[config.mk]
export PLATFORM = sky130hd
export DESIGN_NAME = prime_seq_gen
export DESIGN_NICKNAME = d
export VERILOG_FILES = /design/src/rtl/prime_seq_gen.sv
export SDC_FILE = /design/constraint.sdc
export NUM_CORES = 1
export LEC_CHECK = 0
export BUFFER_PORTS_ARGS = -buffer_cell sky130_fd_sc_hd__buf_2
export CAP_MARGIN = 20
export CORE_MARGIN = 1.5
export CORE_UTILIZATION = 55
export CTS_BUF_LIST = sky130_fd_sc_hd__clkbuf_8
export DETAILED_ROUTE_END_ITERATION = 16
export PLACE_DENSITY = 0.79
export SLEW_MARGIN = 20
export SYNTH_ARGS = -nofsm -noshare
export SYNTH_HDL_FRONTEND = slang
export SYNTH_SLANG_ARGS = --single-unit
[constraint.sdc]
create_clock -name clk -period 25.4 [get_ports clk]
set_input_delay 2.54 -clock clk [delete_from_list [all_inputs] [get_ports clk]]
set_output_delay 2.54 -clock clk [all_outputs]
set_load 0.02 [all_outputs]
[src/rtl/prime_seq_gen.sv]
// prime_seq_gen -- streams successive primes >= seed over a valid/ready handshake.
//
// Each candidate is tested by trial division, one divisor per clock.
// A candidate is prime once d*d exceeds it. It is composite as soon as some d
// divides it evenly.
//
// Optional build macro: PRIME_SEQ_ODD_SKIP_EN
//   When defined, only 2 and odd candidates are tried, and odd candidates are
//   divided by odd divisors only. The emitted sequence and the handshake are
//   unchanged; only the number of TEST cycles is reduced.
//
// Ports
//   clk          rising-edge clock
//   rst          synchronous active-high reset
//   start        one-cycle request, sampled only in IDLE
//   seed   [W]   lowest value to consider (values < 2 are treated as 2)
//   num    [CW]  number of primes to emit (0 -> immediate done)
//   prime_ready  consumer accepts prime_out this cycle
//   prime_out [W] current / last emitted prime
//   prime_valid  prime_out holds a prime awaiting acceptance
//   busy         high in every state except IDLE
//   done         one-cycle pulse when a request completes
//   ovf          sticky: ran out of W-bit candidates before num primes were
//                emitted; cleared by the next accepted start
module prime_seq_gen #(
    parameter int W  = 16,
    parameter int CW = 8
) (
    input  logic          clk,
    input  logic          rst,
    input  logic          start,
    input  logic [W-1:0]  seed,
    input  logic [CW-1:0] num,
    input  logic          prime_ready,
    output logic [W-1:0]  prime_out,
    output logic          prime_valid,
    output logic          busy,
    output logic          done,
    output logic          ovf
);

    typedef enum logic [1:0] {IDLE, TEST, EMIT, DONE} state_t;

    localparam logic [W-1:0]  CAND_MAX = '1;
    localparam logic [W-1:0]  TWO      = W'(2);
    localparam logic [CW-1:0] ONE_REM  = CW'(1);

    state_t        state, state_nx;
    logic [W-1:0]  cand, cand_nx;
    logic [W-1:0]  d, d_nx;
    logic [CW-1:0] rem, rem_nx;
    logic [W-1:0]  prime_out_nx;
    logic          ovf_nx;

    // Candidate stepping, computed once and shared by TEST and EMIT.
    logic [W-1:0]   start_cand, start_d;
    logic [W-1:0]   adv_cand, adv_d, d_step;
    logic           adv_ovf;
    logic [2*W-1:0] d_sq;

    // Full-width square, so the prime test stays correct near 2^W-1.
    assign d_sq = (2*W)'(d) * (2*W)'(d);

`ifdef PRIME_SEQ_ODD_SKIP_EN
    always_comb begin
        if (seed < TWO)
            start_cand = TWO;
        else if (seed > TWO && !seed[0])
            start_cand = seed + W'(1);   // an even seed is at most 2^W-2, so no wrap
        else
            start_cand = seed;
        start_d  = (start_cand == TWO) ? TWO : W'(3);
        // Past 2 every candidate is odd, so stepping by 2 keeps it odd.
        adv_ovf  = (cand != TWO) && (cand >= CAND_MAX - W'(1));
        adv_cand = (cand == TWO) ? W'(3) : cand + TWO;
        adv_d    = W'(3);
        d_step   = TWO;
    end
`else
    always_comb begin
        start_cand = (seed < TWO) ? TWO : seed;
        start_d    = TWO;
        adv_ovf    = (cand == CAND_MAX);
        adv_cand   = cand + W'(1);
        adv_d      = TWO;
        d_step     = W'(1);
    end
`endif

    always_comb begin
        // NOTE: every signal gets a default before the case statement, so no
        // path through the block can leave it unassigned and infer a latch.
        state_nx     = state;
        cand_nx      = cand;
        d_nx         = d;
        rem_nx       = rem;
        prime_out_nx = prime_out;
        ovf_nx       = ovf;

        unique case (state)
            IDLE: begin
                if (start) begin
                    ovf_nx = 1'b0;
                    if (num != '0) begin
                        cand_nx  = start_cand;
                        d_nx     = start_d;
                        rem_nx   = num;
                        state_nx = TEST;
                    end else begin
                        state_nx = DONE;
                    end
                end
            end

            TEST: begin
                if (d_sq > (2*W)'(cand)) begin
                    prime_out_nx = cand;
                    state_nx     = EMIT;
                end else if ((cand % d) == '0) begin
                    if (adv_ovf) begin
                        ovf_nx   = 1'b1;
                        state_nx = DONE;
                    end else begin
                        cand_nx = adv_cand;
                        d_nx    = adv_d;
                    end
                end else begin
                    d_nx = d + d_step;
                end
            end

            EMIT: begin
                if (prime_ready) begin
                    rem_nx = rem - ONE_REM;
                    if (rem == ONE_REM) begin
                        state_nx = DONE;
                    end else if (adv_ovf) begin
                        ovf_nx   = 1'b1;
                        state_nx = DONE;
                    end else begin
                        cand_nx  = adv_cand;
                        d_nx     = adv_d;
                        state_nx = TEST;
                    end
                end
            end

            DONE: state_nx = IDLE;

            default: state_nx = IDLE;
        endcase
    end

    // NOTE: state is updated with non-blocking assignments, so every register
    // samples the values from before the edge, whatever order the lines are in.
    always_ff @(posedge clk) begin
        if (rst) begin
            state     <= IDLE;
            prime_out <= '0;
            ovf       <= 1'b0;
            // NOTE: the working registers are cleared here as well. Nothing
            // reads them before IDLE reloads them, but clearing them keeps
            // their values deterministic after reset.
            cand      <= '0;
            d         <= '0;
            rem       <= '0;
        end else begin
            state     <= state_nx;
            prime_out <= prime_out_nx;
            ovf       <= ovf_nx;
            cand      <= cand_nx;
            d         <= d_nx;
            rem       <= rem_nx;
        end
    end

    assign prime_valid = (state == EMIT);
    assign busy        = (state != IDLE);
    assign done        = (state == DONE);

endmodule

* After elaboration in Yosys (flattened, before gate mapping)
Cells that the tools add are included.
** Cells by class
- Reduce and logical (&&, ||, !) cells :: 12
- $add $sub $neg :: 3
- Div/mod/pow operators :: 1
- Multipliers :: 1
- Eq/ne operators :: 13
- Mux-type cells :: 37
- Order comparisons :: 2
** Operator list (number)
- 16-bit 2-to-1 mux :: 15
- 16-bit one-hot mux with 3 select lines :: 2
- 16-bit by 1-bit adder with 16-bit output, second input constant :: 2
- 32-bit by 16-bit greater-than comparator with 1-bit output :: 1
- 16-bit by 16-bit multiplier with 32-bit output :: 1
- 8-bit 2-to-1 mux :: 3
- 16-bit == test, second input constant :: 1
- 16-bit zero test :: 1
- 16-bit by 2-bit < comparator with 1-bit output, second input constant :: 1
- 16-bit by 16-bit modulo with 16-bit output :: 1
- 2-bit 2-to-1 mux :: 8
- 8-bit one-hot mux with 2 select lines :: 1
- 2-bit inequality test, second input constant :: 6
- 6-bit AND reduction :: 2
- 8-bit by 1-bit == test with 1-bit output, second input constant :: 1
- 2-bit one-hot mux with 4 select lines :: 1
- 4-bit AND reduction :: 2
- 8-bit nonzero test :: 1
- 8-bit by 1-bit subtractor with 8-bit output, second input constant :: 1
- 7-bit AND reduction :: 1
- 1-bit 2-to-1 mux :: 6
- 3-bit inequality test, second input constant :: 2
- 2-bit == test, second input constant :: 2
- 2-bit nonzero test :: 2
- 5 further kinds :: 5
** Word-level totals
- Logic and storage cells :: 75
- Bits in registers :: 59
- Input bits :: 28
- Output and inout bits :: 20

* Depth between registers and ports, before layout
Gate-level depths: netlist of the first run.
- Depth after elaboration :: 5
- Gate-level depth with buffers :: 138
- Gate-level depth less buffers :: 126

* Worst setup path after synthesis of the first run
No wires, ideal clock.
- Path kind :: flip-flop to flip-flop
- From :: register d[0]
- To :: register cand[4]
- Data required time :: 25.281 ns
- Path slack :: -2.300 ns
- Path buffers :: 16
- Clock period less this slack :: 27.700 ns
- Stages on the path, launching flop included :: 126
- Arrival :: 27.582 ns
- Setup time :: 0.119 ns
- Path through :: dfxtp_1 clkbuf_1 inv_1 clkbuf_1 ha_1 a31oi_1 ha_1 o21ai_0 a21oi_1 nand2_1 mux2_2 ha_1 o211ai_1 a21boi_0 and2_1 mux2_2 ha_1 o21a_1 (+90 left out) nor3b_1 buf_2 nor3b_1 a221o_1 ha_1 a21o_1 a21oi_1 nor2b_1 o21ai_0 o21a_1 a21oi_1 or3_1 o41ai_1 and2_1 buf_4 a41oi_2 buf_4 o221a_1
** On the way
- Word-level cells in the longest chain between the ends :: 4
- Elaborated cells between the ends (all ways) :: 7
- Classes of those cells :: 1 x mul; 1 x div; 1 x order compare; 2 x eq/ne; 2 x reduce/logical
** Ends and longest elaborated chain
- start: declaration :: line 50 : logic [W-1:0] d, d_nx;
- start signal: assignment :: line 172 : d <= d_nx;
- 16-bit by 16-bit modulo with 16-bit output / 16-bit by 16-bit multiplier with 32-bit output (equally long branches) :: line 119, 62
- 16-bit zero test / 32-bit by 16-bit greater-than comparator with 1-bit output (equally long branches) :: line 119, 116
- 2-bit inequality test (no source line)
- 7-bit AND reduction (no source line) (*)
- end signal: assignment :: line 171 : cand <= cand_nx;
- end: declaration :: line 49 : logic [W-1:0] cand, cand_nx;
Every way passes the cells marked *; elsewhere a longest branch is shown, timed or not.
A chain may end at the register's enable or synchronous reset.

* Worst setup path after layout of the first run
- From :: register d[14]
- To :: register d[12]
** On the way
- Word-level cells in the longest chain between the ends :: 5
- Elaborated cells between the ends (all ways) :: 9
- Classes of those cells :: 1 x mul; 1 x div; 1 x order compare; 1 x eq/ne; 3 x mux; 2 x reduce/logical
** Ends and longest elaborated chain
- 16-bit by 16-bit modulo with 16-bit output :: line 119 : end else if ((cand % d) == '0) begin
- 16-bit zero test :: line 119
- 16-bit 2-to-1 mux :: line 119
- 16-bit 2-to-1 mux :: line 116 : if (d_sq > (2*W)'(cand)) begin
- 16-bit one-hot mux with 3 select lines :: line 100 : unique case (state)
Several ways; a longest one is shown, not always the timed one. The select of a mux whose other input is x is not followed.

==> results of run 1 <==
## critical path: cells and delay by family, from the launching register on
kind,cells,cell delay (ns)
and+or+nand+nor,34,6.08
DFF,1,0.34
buffers and inverters,19,2.78
AOI/OAI and AO/OA,61,12.47
xor gates and xnor gates,1,0.22
muxes,1,0.17
adders and majority gates,15,4.06
## what timing repair did
item | in CTS | in global routing
setup buffers | 77 | 66
pin swaps | 86 | 171
gates resized for setup | 115 | 237
setup endpoints to repair | 35 | 35
cloned | 1 | 1
## cell usage after synthesis (11+ instances only)
master / n
a211oi_1: 26
nand4_1: 24
o21a_1: 43
a211o_1: 12
mux2i_1: 26
nand2b_1: 16
o211ai_1: 28
ha_1: 261
and2_1: 19
dfxtp_1: 59
a21o_1: 46
and3_1: 16
nor2_1: 265
a31oi_1: 19
o31ai_1: 12
o21ai_1: 13
xnor2_1: 72
o22ai_1: 12
fa_1: 166
nor3_1: 67
mux2_2: 11
a21oi_1: 187
nand3_1: 55
nor4_1: 23
o21ai_0: 106
inv_1: 281
clkbuf_1: 77
or2_2: 18
nand2_1: 224
or3_1: 32
xor2_1: 39
nor2b_1: 18
## cells by family after synthesis
logic type                 Yosys count  share of synthesized area
DFF                                 59                     0.0617
buffers and inverters              390                     0.0787
and+or+nand+nor                    823                      0.203
adders and majority gates          427                      0.344
xor gates and xnor gates           111                     0.0508
muxes                               37                     0.0201
AOI/OAI and AO/OA                  672                      0.242
## worst min path at each step
stage / startpoint / end / slack [ns] / depth (start not counted)
3_5_place_dp: prime_out[9] / prime_out[9] / 0.47 / 2
2_1_floorplan: rem[3] / rem[3] / 0.47 / 2
6_report: prime_out[9] / prime_out[9] / 0.49 / 2
5_1_grt: prime_out[9] / prime_out[9] / 0.53 / 2
4_1_cts: prime_out[9] / prime_out[9] / 0.49 / 2
3_3_place_gp: prime_out[8] / prime_out[8] / 0.46 / 2
## registers in the layout, indices dropped and copies added, names as in the netlist
name / flops
rem: 8
prime_out: 16
state: 2
d: 16
cand: 16
ovf: 1
## final cells by class
class,count,area [um^2]
diodes,1,2.50
clock buffers,10,138
clock inverters,6,63.8
fillers,2457,7390
inverters,287,1080
multi-input cells,2071,18300
flip-flops and latches,59,1180
well taps,455,569
repair buffers,753,5690
## per-stage QoR
step / cells / TNS (ns) / util / hold WS, ns / instance area, um^2
floorplan: 2519 / 0 / - / 0.475 / 19500
global placement: 3485 / -18.49 / 0.701 / 0.461 / 24100
detailed placement: 3485 / -32.68 / 0.701 / 0.473 / 24100
CTS: 3579 / -0.0422 / 0.738 / 0.491 / 25400
global route: 3641 / -59.45 / 0.785 / 0.527 / 27000
finish: 3642 / -25.37 / 0.785 / 0.485 / 27000
## layer usage
layer | part of all wire | track usage
met5 | 0 | 0
met4 | 0.068 | 0.232
met3 | 0.11 | 0.0756
met2 | 0.45 | 0.688
met1 | 0.37 | 0.535
==> results.py, run 1 <==
metrics = {
    "clock_network": {
        "clockRootBuffer": "clkbuf_8",
        "h-tree-depth": 3,
        "clk_latency_ns": 0.39,
        "cts_buffers": 9,
        "clk_pin_slew_ns": 0.07,
        "cts_tree": "built",
        "ctsHoldBuffers": 0,
        "clock_path_buffers": 2,
        "cts.sinks": 59,
    },
    "setup_path": {
        "worstPathArrival_ns": 26.51,
        "reg2reg_from": "d[14]",
        "critPathCapture": "d[12]",
        "slowest_delay_ns": 0.42,
        "rr_endpoint": "d[12]",
        "required_ns": 25.71,
        "reg2reg_depth": 131,
        "cp-end-kind": "register",
        "critPathLaunchType": "register",
        "cp-startpoint": "d[14]",
        "r2r_setup_slack_ns": -0.80,
        "slowest_stage": "or3_4",
        "path_max_fanout": 6,
        "path_class": "register to register",
    },
    "timing": {
        "maxSlewHeadroom": 0.322,
        "clock.fmax_mhz": 38.2,
        "report.final.setup_viol": 35,
        "hold_violations": 0,
        "rsz0062_at_grt": "true",
        "timing.final.crit_share": 1.03,
        "fin_crit_ns": 26.20,
        "tightest_slew_ns": 1.01,
        "slew_violations": 0,
        "skew_ns": 0.0195,
        "worst_slack_ns": -0.796,
    },
    "placed_design": {
        "io_buffer_count": 47,
        "dp_hpwl_um": 59100,
        "post-place-ws_ns": -1.00,
        "gp_congestion": 1.02,
    },
    "synth": {
        "synth_fp_nets": 2974,
        "synth.distinct_cells": 100,
        "netlist_area_um2": 19200,
        "synthTopCellsByArea": "fa_1 (17%), ha_1 (17%), dfxtp_1 (6.2%)",
        "yosysTopAreaCellShare": 0.174,
        "synthCells": 2519,
        "synth_warnings": 0,
        "yosysTopAreaCell": "fa_1",
        "yosysSeqAreaShare": 0.0617,
        "ys_ff_latch": 59,
        "syn_avg_cell_area_um2": 7.60,
        "ys.flop_type": "dfxtp_1",
        "postSynth.asyncResetShare": 0,
        "synth_edf_count": 0,
    },
    "finish": {
        "layout.nets": 3636,
        "area_growth_pct": 40.9,
        "layout-drive-gt1-share": 0.347,
        "layout_common_cells": "buf_4 (668), inv_1 (274), nor2_1 (252)",
        "final_common_cell": "buf_4",
    },
    "min_path": {
        "hold_class": "register to register",
    },
    "floorplanning": {
        "rows": 68,
        "coreArea_um2": 34400,
        "ioPinCount": 48,
        "die_area_um2": 36000,
        "die_w_um": 190,
        "die_h_um": 190,
        "start_util": 0.557,
    },
    "routing": {
        "first_iter_violations": 2221,
        "viasPerCell": 6.37,
        "drtPass1Iterations": 9,
        "finalWirelength_um": 81100,
        "drc_errors": 0,
        "wl_per_cell_um": 22.3,
        "vias": 23200,
        "ant_nets": 0,
    },
    "global_routing": {
        "grt_usage": 0.424,
        "grt_pass1_vias": 22400,
        "grt_pass1_wl_um": 120000,
        "grt_max_degree": 45,
        "antenna_found_initial": 0,
        "overflow": 0,
    },
    "outcome": {
        "violations": "negative setup slack",
        "outcome": "finished, violations left",
    },
    "job": {
        "drv_cap": 0,
    },
}
Power of run 1 is left out: the tool's default activity adds up to more than one toggle a clock period on the data nets, which glitch-free logic cannot reach.
==> run 2: changes to the inputs <==
--- a/config.mk
+++ b/config.mk
@@ -12,6 +12,7 @@
 export CTS_BUF_LIST = sky130_fd_sc_hd__clkbuf_8
 export DETAILED_ROUTE_END_ITERATION = 16
 export PLACE_DENSITY = 0.79
+export SKIP_LAST_GASP = 1
 export SLEW_MARGIN = 20
 export SYNTH_ARGS = -nofsm -noshare
 export SYNTH_HDL_FRONTEND = slang
==> results.py, run 2 (synthesis results as in run 1) <==
metrics = {
    "outcome": {
        "outcome": "finished, violations left",
        "violations": "negative setup slack",
    },
    "routing": {
        "first_iter_violations": 2234,
        "ant_nets": 0,
        "finalWirelength_um": 81100,
        "wl_per_cell_um": 22.3,
        "drc_errors": 0,
        "vias": 23200,
        "drtPass1Iterations": 9,
        "viasPerCell": 6.36,
    },
    "finish": {
        "layout_common_cells": "buf_4 (668), inv_1 (274), nor2_1 (252)",
        "fill_cells": 2456,
        "layout.nets": 3636,
        "reg_top3": "cand (16), d (16), prime_out (16)",
        "fin_cells": 3643,
        "fin_util": 0.785,
        "layout-drive-gt1-share": 0.347,
        "area_growth_pct": 40.9,
        "final_common_cell": "buf_4",
    },
    "global_routing": {
        "overflow": 0,
        "antenna_found_initial": 0,
        "grt_max_degree": 45,
        "grt_pass1_vias": 22400,
        "grt_usage": 0.424,
        "grt_pass1_wl_um": 120000,
    },
    "placed_design": {
        "dp_hpwl_um": 59100,
        "dpl.cell_count": 3485,
        "io_buffer_count": 47,
        "gp_congestion": 1.02,
    },
    "clock_network": {
        "cts_buffers": 9,
        "cts_tree": "built",
        "cts.sinks": 59,
        "ctsHoldBuffers": 0,
        "h-tree-depth": 3,
        "clockRootBuffer": "clkbuf_8",
        "clk_pin_slew_ns": 0.08,
        "clk_latency_ns": 0.39,
        "clock_path_buffers": 2,
    },
    "floorplanning": {
        "ioPinCount": 48,
        "start_util": 0.557,
        "coreArea_um2": 34400,
        "rows": 68,
        "die_h_um": 190,
        "die_area_um2": 36000,
        "die_w_um": 190,
    },
    "setup_path": {
        "slowest_delay_ns": 0.42,
        "worstPathArrival_ns": 26.50,
        "path_max_fanout": 6,
        "slowest_stage": "or3_4",
        "required_ns": 25.72,
        "critPathLaunchType": "register",
        "cp-end-kind": "register",
        "path_class": "register to register",
        "reg2reg_depth": 131,
    },
    "timing": {
        "report.final.setup_viol": 35,
        "rsz0062_at_grt": "true",
        "timing.final.crit_share": 1.03,
        "clock.fmax_mhz": 38.2,
        "hold_violations": 0,
        "holdWs_ns": 0.486,
        "fin_crit_ns": 26.18,
        "worst_slack_ns": -0.778,
        "skew_ns": 0.0182,
        "maxSlewHeadroom": 0.322,
        "tightest_slew_ns": 1.01,
        "slew_violations": 0,
    },
    "job": {
        "drv_cap": 0,
    },
    "min_path": {
        "hold_class": "register to register",
        "min_path_cells": 2,
    },
}
## run 2: cell count changes in the layout (fill, tap and decap cells not counted), sizes merged
cell and delta:
diode +1
## run 2: cell type report
class | count | area [um^2] | share of cell area
inverters | 287 | 1080 | 0.0400
clock buffers | 10 | 138 | 0.00510
well taps | 455 | 569 | 0.0211
multi-input cells | 2071 | 18300 | 0.676
flip-flops and latches | 59 | 1180 | 0.0439
diodes | 2 | 5.00 | 0.000185
clock inverters | 6 | 63.8 | 0.00237
repair buffers | 753 | 5690 | 0.211
## run 2: per-stage QoR
step                      worst slack (ns)  TNS (ns)  instance area, um^2
after floorplan                    0.00278         0                19500
after global placement              -0.589    -18.49                24100
after detailed placement             -1.00    -32.68                24100
after CTS                          -0.0187   -0.0422                25400
after global routing                 -1.78    -59.45                27000
final                               -0.778    -24.73                27000
## run 2: repair_timing
| item | 4_1_cts | 5_1_grt |
|---|---|---|
| pin swaps | 86 | 171 |
| gates cloned | 1 | 1 |
| setup buffers | 77 | 66 |
| setup endpoints to repair | 35 | 35 |
| resized for setup | 115 | 237 |
## run 2: critical path, delay by kind of cell, from the launching register on
kind / cells / cell delay [ns]
mux: 1 / 0.17
buf+inv: 19 / 2.77
simple gates: 34 / 6.05
compound gates: 61 / 12.46
xor+xnor: 1 / 0.22
flops: 1 / 0.34
fa+ha+maj: 15 / 4.06
## run 2: final timing paths
| check | endpoint | from | slack, ns |
|---|---|---|---|
| worst max-delay path | d[12] | d[14] | -0.78 |
| worst min-delay path | prime_out[9] | prime_out[9] | 0.49 |
| worst max register to register | d[12] | d[14] | -0.78 |
| worst min register to register | prime_out[9] | prime_out[9] | 0.49 |
## run 2: routing by layer
metal,wire [um],global-route usage,share of wire
met3,8960,0.0756,0.11
met5,0,0,0
met1,30200,0.535,0.37
met2,36600,0.688,0.45
met4,5360,0.232,0.066
Power of run 2 is left out for the same reason.
